### src/rtl/prog_imem_ctrl.sv
// rtl/prog_imem_ctrl.sv - loadable instruction memory with registered fetch port
module prog_imem_ctrl #(
    parameter int               IW    = 9,
    parameter int               AW    = 7,
    parameter int               DEPTH = 128,
    parameter logic [IW-1:0]    NOP   = '0
) (
    input  logic            Clk,
    input  logic            Reset_n,
    input  logic            LoadStart,
    input  logic [IW-1:0]   LoadData,
    input  logic            LoadValid,
    input  logic            LoadLast,
    output logic            LoadReady,
    output logic            LoadDone,
    output logic [AW:0]     ProgLen,
    input  logic            FetchEn,
    input  logic [AW-1:0]   FetchAddr,
    output logic [IW-1:0]   InstOut,
    output logic            InstValid,
    output logic            AddrErr,
    output logic            Busy
);

    typedef enum logic [1:0] {ST_CLEAR, ST_RUN, ST_LOAD} state_t;

    localparam logic [AW-1:0] LAST_ADDR = AW'(DEPTH - 1);

    state_t          state, state_nxt;
    logic [AW-1:0]   ptr;
    logic            load_wr;
    logic            mem_we;
    logic [IW-1:0]   mem_wdata;
    logic            fetch_in_range;
    logic [IW-1:0]   mem [DEPTH];

    // The clear pointer and the load write pointer are never live at the same time, so they share ptr.
    assign load_wr        = (state == ST_LOAD) && LoadValid;
    assign mem_we         = (state == ST_CLEAR) || load_wr;
    assign mem_wdata      = (state == ST_CLEAR) ? NOP : LoadData;
    assign fetch_in_range = ({1'b0, FetchAddr} < ProgLen);
    assign LoadReady      = (state == ST_LOAD);
    assign Busy           = (state != ST_RUN);

    // State register.
    always_ff @(posedge Clk or negedge Reset_n) begin
        if (!Reset_n) state <= ST_CLEAR;
        else          state <= state_nxt;
    end

    // Next-state: clear sweep, load trigger, and load termination on LoadLast or a full memory.
    always_comb begin
        state_nxt = state;
        case (state)
            ST_CLEAR: if (ptr == LAST_ADDR) state_nxt = ST_RUN;
            ST_RUN:   if (LoadStart)        state_nxt = ST_LOAD;
            ST_LOAD:  if (load_wr && (LoadLast || (ptr == LAST_ADDR))) state_nxt = ST_RUN;
            default:  state_nxt = ST_CLEAR;
        endcase
    end

    // Single write port shared by the clear sweep and program load.
    always_ff @(posedge Clk) begin
        if (mem_we) mem[ptr] <= mem_wdata;
    end

    // Pointer, program length and load-complete pulse.
    always_ff @(posedge Clk or negedge Reset_n) begin
        if (!Reset_n) begin
            ptr      <= '0;
            ProgLen  <= '0;
            LoadDone <= 1'b0;
        end else begin
            LoadDone <= (state == ST_LOAD) && (state_nxt == ST_RUN);
            case (state)
                ST_CLEAR: ptr <= (ptr == LAST_ADDR) ? '0 : ptr + AW'(1);
                ST_RUN: begin
                    if (LoadStart) begin
                        ptr     <= '0;
                        ProgLen <= '0;
                    end
                end
                ST_LOAD: begin
                    if (load_wr) begin
                        ptr     <= ptr + AW'(1);
                        ProgLen <= {1'b0, ptr} + (AW+1)'(1);
                    end
                end
                default: ptr <= '0;
            endcase
        end
    end

    // Registered fetch; a fetch issued alongside LoadStart completes before the load takes over.
    always_ff @(posedge Clk or negedge Reset_n) begin
        if (!Reset_n) begin
            InstOut   <= NOP;
            InstValid <= 1'b0;
            AddrErr   <= 1'b0;
        end else if (FetchEn) begin
            if (state != ST_RUN) begin
                InstOut   <= NOP;
                InstValid <= 1'b0;
                AddrErr   <= 1'b0;
            end else if (fetch_in_range) begin
                InstOut   <= mem[FetchAddr];
                InstValid <= 1'b1;
                AddrErr   <= 1'b0;
            end else begin
                InstOut   <= NOP;
                InstValid <= 1'b0;
                AddrErr   <= 1'b1;
            end
        end else if ((state == ST_RUN) && LoadStart) begin
            InstValid <= 1'b0;
        end
    end

endmodule

### config.mk
export PLATFORM = sky130hd
export DESIGN_NAME = prog_imem_ctrl
export DESIGN_NICKNAME = d
export VERILOG_FILES = /design/src/rtl/prog_imem_ctrl.sv
export SDC_FILE = /design/constraint.sdc
export NUM_CORES = 1
export LEC_CHECK = 0
export CORE_ASPECT_RATIO = 1.2
export CORE_MARGIN = 2
export CORE_UTILIZATION = 41
export CTS_CLUSTER_DIAMETER = 100
export CTS_CLUSTER_SIZE = 30
export DETAILED_ROUTE_END_ITERATION = 8
export HOLD_SLACK_MARGIN = 0.06
export PLACE_DENSITY = 0.52
export SETUP_SLACK_MARGIN = 0.02
export SYNTH_ARGS = -nofsm -noshare
export SYNTH_HDL_FRONTEND = slang
export SYNTH_SLANG_ARGS = --single-unit
### constraint.sdc
create_clock -name Clk -period 5.6 [get_ports Clk]
set_clock_uncertainty 0.1 [all_clocks]
set_input_delay 0.56 -clock Clk [delete_from_list [all_inputs] [get_ports Clk]]
set_output_delay 0.56 -clock Clk [all_outputs]
set_load 0.01 [all_outputs]
==> results.rst <==
.. list-table::
   :header-rows: 1

   * - Metric
     - Value
   * - Worst path buffer plus inverter count
     - 2
   * - Total area of sequential cells
     - approximately 35000 µm²
   * - Area delta synth->final
     - 6.46%
   * - Number of nets in the synthesized netlist
     - 2504
   * - Count of cells resized by post-cts repair
     - 0
   * - Wire length of the first global-routing pass
     - between 150000 and 200000 µm
   * - Type of origin of the critical path
     - input port
   * - Final clock period utilization by the worst path
     - a little over two thirds
   * - CP Capture Type
     - register
   * - Slew at the pin with the worst max-slew slack
     - approximately 1.4 ns
   * - Vias
     - 23400
   * - Total Nets Final
     - 2504
   * - Initial standard-cell utilization of the core
     - 41.4%
   * - Combinational power share
     - 4.5%
   * - CTS Hold Buffers Added
     - 1
   * - Ys async rst share
     - 2.46%
   * - H-tree Lvls
     - 2
   * - Starting DRT DRC Count
     - 2489
   * - Post-synth top flop
     - sky130_fd_sc_hd__edfxtp_1
   * - Setup-violating endpoint count in the final report
     - 0
   * - Pwr Density
     - 286 nW/µm²
   * - Type of the worst min-delay path
     - input port to asynchronous set/reset pin
   * - Max stage delay on crit path
     - 1.03 ns
   * - Area of the die
     - 118000 µm²
   * - Max_cap viols
     - 0
   * - Fraction of synthesized cell area taken by the top area cell type
     - 73.0%
   * - Post-synthesis sequential area ratio
     - approximately 75%
   * - Number of detailed-routing iterations run before antenna repair
     - 6
   * - DRC
     - 0
   * - Final setup TNS
     - 0 ns
   * - Number of vias per cell
     - 5.80
   * - Number of global-route vias before repair
     - 23800
   * - TritonCTS clock tree
     - built
   * - Ranking of synthesized cells by area
     - sky130_fd_sc_hd__edfxtp_1 73%, sky130_fd_sc_hd__mux4_2 6.8%, sky130_fd_sc_hd__mux2i_1 5.9%
   * - Horiz. Die Dim
     - 314 µm
   * - Post-DRT Antenna Nets
     - 0
   * - Row Count
     - 136
   * - Normalized max-slew margin
     - 9.90%
   * - Share of total power in the clock network
     - 29.4%
   * - Fillcell total
     - slightly below 10000
   * - Reg clk slew, reported paths
     - 0.12 ns
   * - Count of endpoints failing hold in the final timing report
     - 0
   * - Post-synthesis area per instance
     - 19.1 µm²
   * - Library cell contributing the largest single delay on the critical path
     - sky130_fd_sc_hd__nor4_1
   * - Final min period
     - 3.89 ns
   * - Number of flip-flops and latches in the synthesized netlist
     - 1181
   * - Initial antenna violation count
     - 3
   * - Clk root buf
     - sky130_fd_sc_hd__clkbuf_16
   * - Family with the most delay on the worst path
     - simple AND/OR/NAND/NOR gates
   * - Post-Syn Area
     - approximately 47000 µm²
   * - TritonCTS Buffers
     - 45
   * - YS warnings
     - 0
   * - Syn Inst Count
     - 2475
   * - Detailed Route WL
     - 126000 µm
   * - Core region area
     - 115000 µm²
   * - Total global-route track usage
     - 21.4%
   * - Cell type with the largest total area after synthesis
     - sky130_fd_sc_hd__edfxtp_1
   * - Number of sinks handled by clock tree synthesis
     - 1181
   * - Peak supply drop
     - between 0.2 and 0.25 mV
   * - Leakage dissipation
     - 0.0152 µW
   * - Number of synthesized flops with an enable pin
     - 1152
   * - Power Internal
     - about 11000 µW
   * - Result of the run
     - completed
   * - Worst path required time
     - 6.08 ns
   * - Total I/O pin count
     - 44
   * - Max frequency
     - about 0.26 GHz
   * - Largest net degree at the start of global routing
     - 83
   * - Weighted congestion reported at the end of routability-driven placement
     - 0.819
   * - Number of port buffers
     - 43
   * - Height of the die
     - 376 µm
   * - Startpoint-to-endpoint class of the critical path
     - input port to register
   * - Final routed wire length divided by cell count
     - 31.3 µm
   * - Net switching power of the design
     - 3030 µW
   * - Fraction of layout instances using a drive strength above 1
     - 13.2%
   * - Arrival time at the worst endpoint
     - 4.37 ns
   * - RSZ-0062 raised after global routing
     - false
   * - Overflow left after global routing
     - 0
   * - Max Transition Viols Final
     - 0
   * - Placed wire-length estimate after detailed placement
     - 77700 µm
   * - Share of the core filled with cells in the final layout
     - about 44%
   * - Multi-input gate area
     - between 10000 and 15000 µm²
   * - Number of buffers between clock root and the deepest sink
     - 3
   * - Sequence of cells on the critical path
     - clkdlybuf4s50_1, inv_1, nand2_1, a21oi_1, nor4_1, nor3_1, a221oi_2
   * - Post-CTS setup buffer count
     - 0
   * - Share of power burned in registers
     - 66.1%
   * - Number of distinct library cells after synthesis
     - 71
   * - Worst-path maximum fanout
     - 10
   * - Fraction of power spent switching nets
     - 21.0%
   * - Clock network latency to the later pin of the worst-skew pair
     - approximately 0.66 ns
==> cells in the mapped netlist (all sizes together) (13+ instances only) <==
| cell type | number |
|---|---|
| a22o | 16 |
| nand2 | 78 |
| nor2b | 26 |
| inv | 14 |
| a221oi | 38 |
| o21ai | 52 |
| nor2 | 146 |
| edfxtp | 1152 |
| mux4 | 159 |
| buf | 101 |
| dfrtp | 29 |
| a22oi | 81 |
| nand3 | 13 |
| a21oi | 50 |
| mux2 | 28 |
| nand2b | 19 |
| clkbuf | 46 |
| mux2i | 281 |
==> through the flow <==
stage          worst slack (ns)  instance area [µm²]  std cells  total power [µW]  hold WS, ns
6_report                   1.71                50400       4031             14400        0.451
2_1_floorplan             0.759                47400       2475             10200        0.164
5_1_grt                    1.57                50400       4030             14800        0.455
4_1_cts                    1.78                50400       4030             14500        0.421
3_5_place_dp               1.06                49100       3945             10400        0.434
3_3_place_gp               1.01                49100       3944             10400        0.424
==> per-layer routing <==
layer  global-route usage, %  share of wire (%)
met5                       0              0.018
met4                    5.79                2.7
met3                    2.74                4.7
met2                    36.0                 50
met1                    29.5                 43
==> cells in the final DEF, fill, tap and decap left out, types with 8 or more instances in the layout <==
master and n:
sky130_fd_sc_hd__nand2b_1 18, sky130_fd_sc_hd__mux4_1 15, sky130_fd_sc_hd__buf_4 49, sky130_fd_sc_hd__a211oi_1 12
sky130_fd_sc_hd__clkbuf_16 47, sky130_fd_sc_hd__nor3_1 9, sky130_fd_sc_hd__o21ai_1 19, sky130_fd_sc_hd__a211o_1 8
sky130_fd_sc_hd__a31oi_1 12, sky130_fd_sc_hd__dfrtp_1 29, sky130_fd_sc_hd__mux4_2 144, sky130_fd_sc_hd__inv_1 14
sky130_fd_sc_hd__a22o_1 16, sky130_fd_sc_hd__nor2b_4 11, sky130_fd_sc_hd__nor2_1 143, sky130_fd_sc_hd__a21oi_1 50
sky130_fd_sc_hd__a221oi_1 29, sky130_fd_sc_hd__a221oi_2 9, sky130_fd_sc_hd__mux2i_1 281, sky130_fd_sc_hd__nand2_1 78
sky130_fd_sc_hd__edfxtp_1 1152, sky130_fd_sc_hd__clkdlybuf4s50_1 37, sky130_fd_sc_hd__o221ai_1 11, sky130_fd_sc_hd__nor2b_1 14
sky130_fd_sc_hd__mux2_2 28, sky130_fd_sc_hd__a22oi_1 81, sky130_fd_sc_hd__o21ai_0 29, sky130_fd_sc_hd__nand3_1 13
sky130_fd_sc_hd__clkbuf_1 34
==> final timing paths <==
check                                     from                     end  slack (ns)  cells past startpoint
min in group Clk           AddrErr$_DFFE_PN0P_     AddrErr$_DFFE_PN0P_        0.45                      2
max reg2reg                 state[1]$_DFF_PN0_     mem[2][8]$_DFFE_PP_        2.41                      4
min                                    Reset_n     AddrErr$_DFFE_PN0P_        0.45                      2
max in group asynchronous              Reset_n  InstOut[0]$_DFFE_PN0P_        4.34                      2
max                               FetchAddr[4]  InstOut[5]$_DFFE_PN0P_        1.71                      7
min reg2reg                AddrErr$_DFFE_PN0P_     AddrErr$_DFFE_PN0P_        0.45                      2
==> registers in the layout, indices dropped and copies added, names as in the netlist <==
register   cells
AddrErr        1
InstOut        9
InstValid      1
LoadDone       1
ProgLen        8
mem         1152
ptr            7
state          2
==> power by group through the flow <==
stage | clock [µW] | combinational, µW | sequential, µW
after floorplan | 0 | 457 | 9730
after global placement | 0 | 656 | 9730
after detailed placement | 0 | 658 | 9730
after CTS | 4340 | 660 | 9530
after global routing | 4610 | 684 | 9530
final | 4250 | 652 | 9530
==> kinds of logic after synthesis <==
group | share of synthesized area (%)
and+or+nand+nor | 3.39
muxes | 14.3
xor gates and xnor gates | 0.0924
AOI/OAI and AO/OA | 4.77
adders and majority gates | 0.185
DFF | 74.5
buffers and inverters | 2.75
==> area by class of cell <==
class,instances,share of cell area (%)
sequential,1181,70.0
multi-input combinational,1132,21.6
tap,1518,3.77
clock buffer,81,2.58
timing repair buffer,101,1.90
inverter,14,0.104
clock inverter,3,0.0645
antenna,1,0.00496
Note: power is estimated with default switching activity, not from simulation.
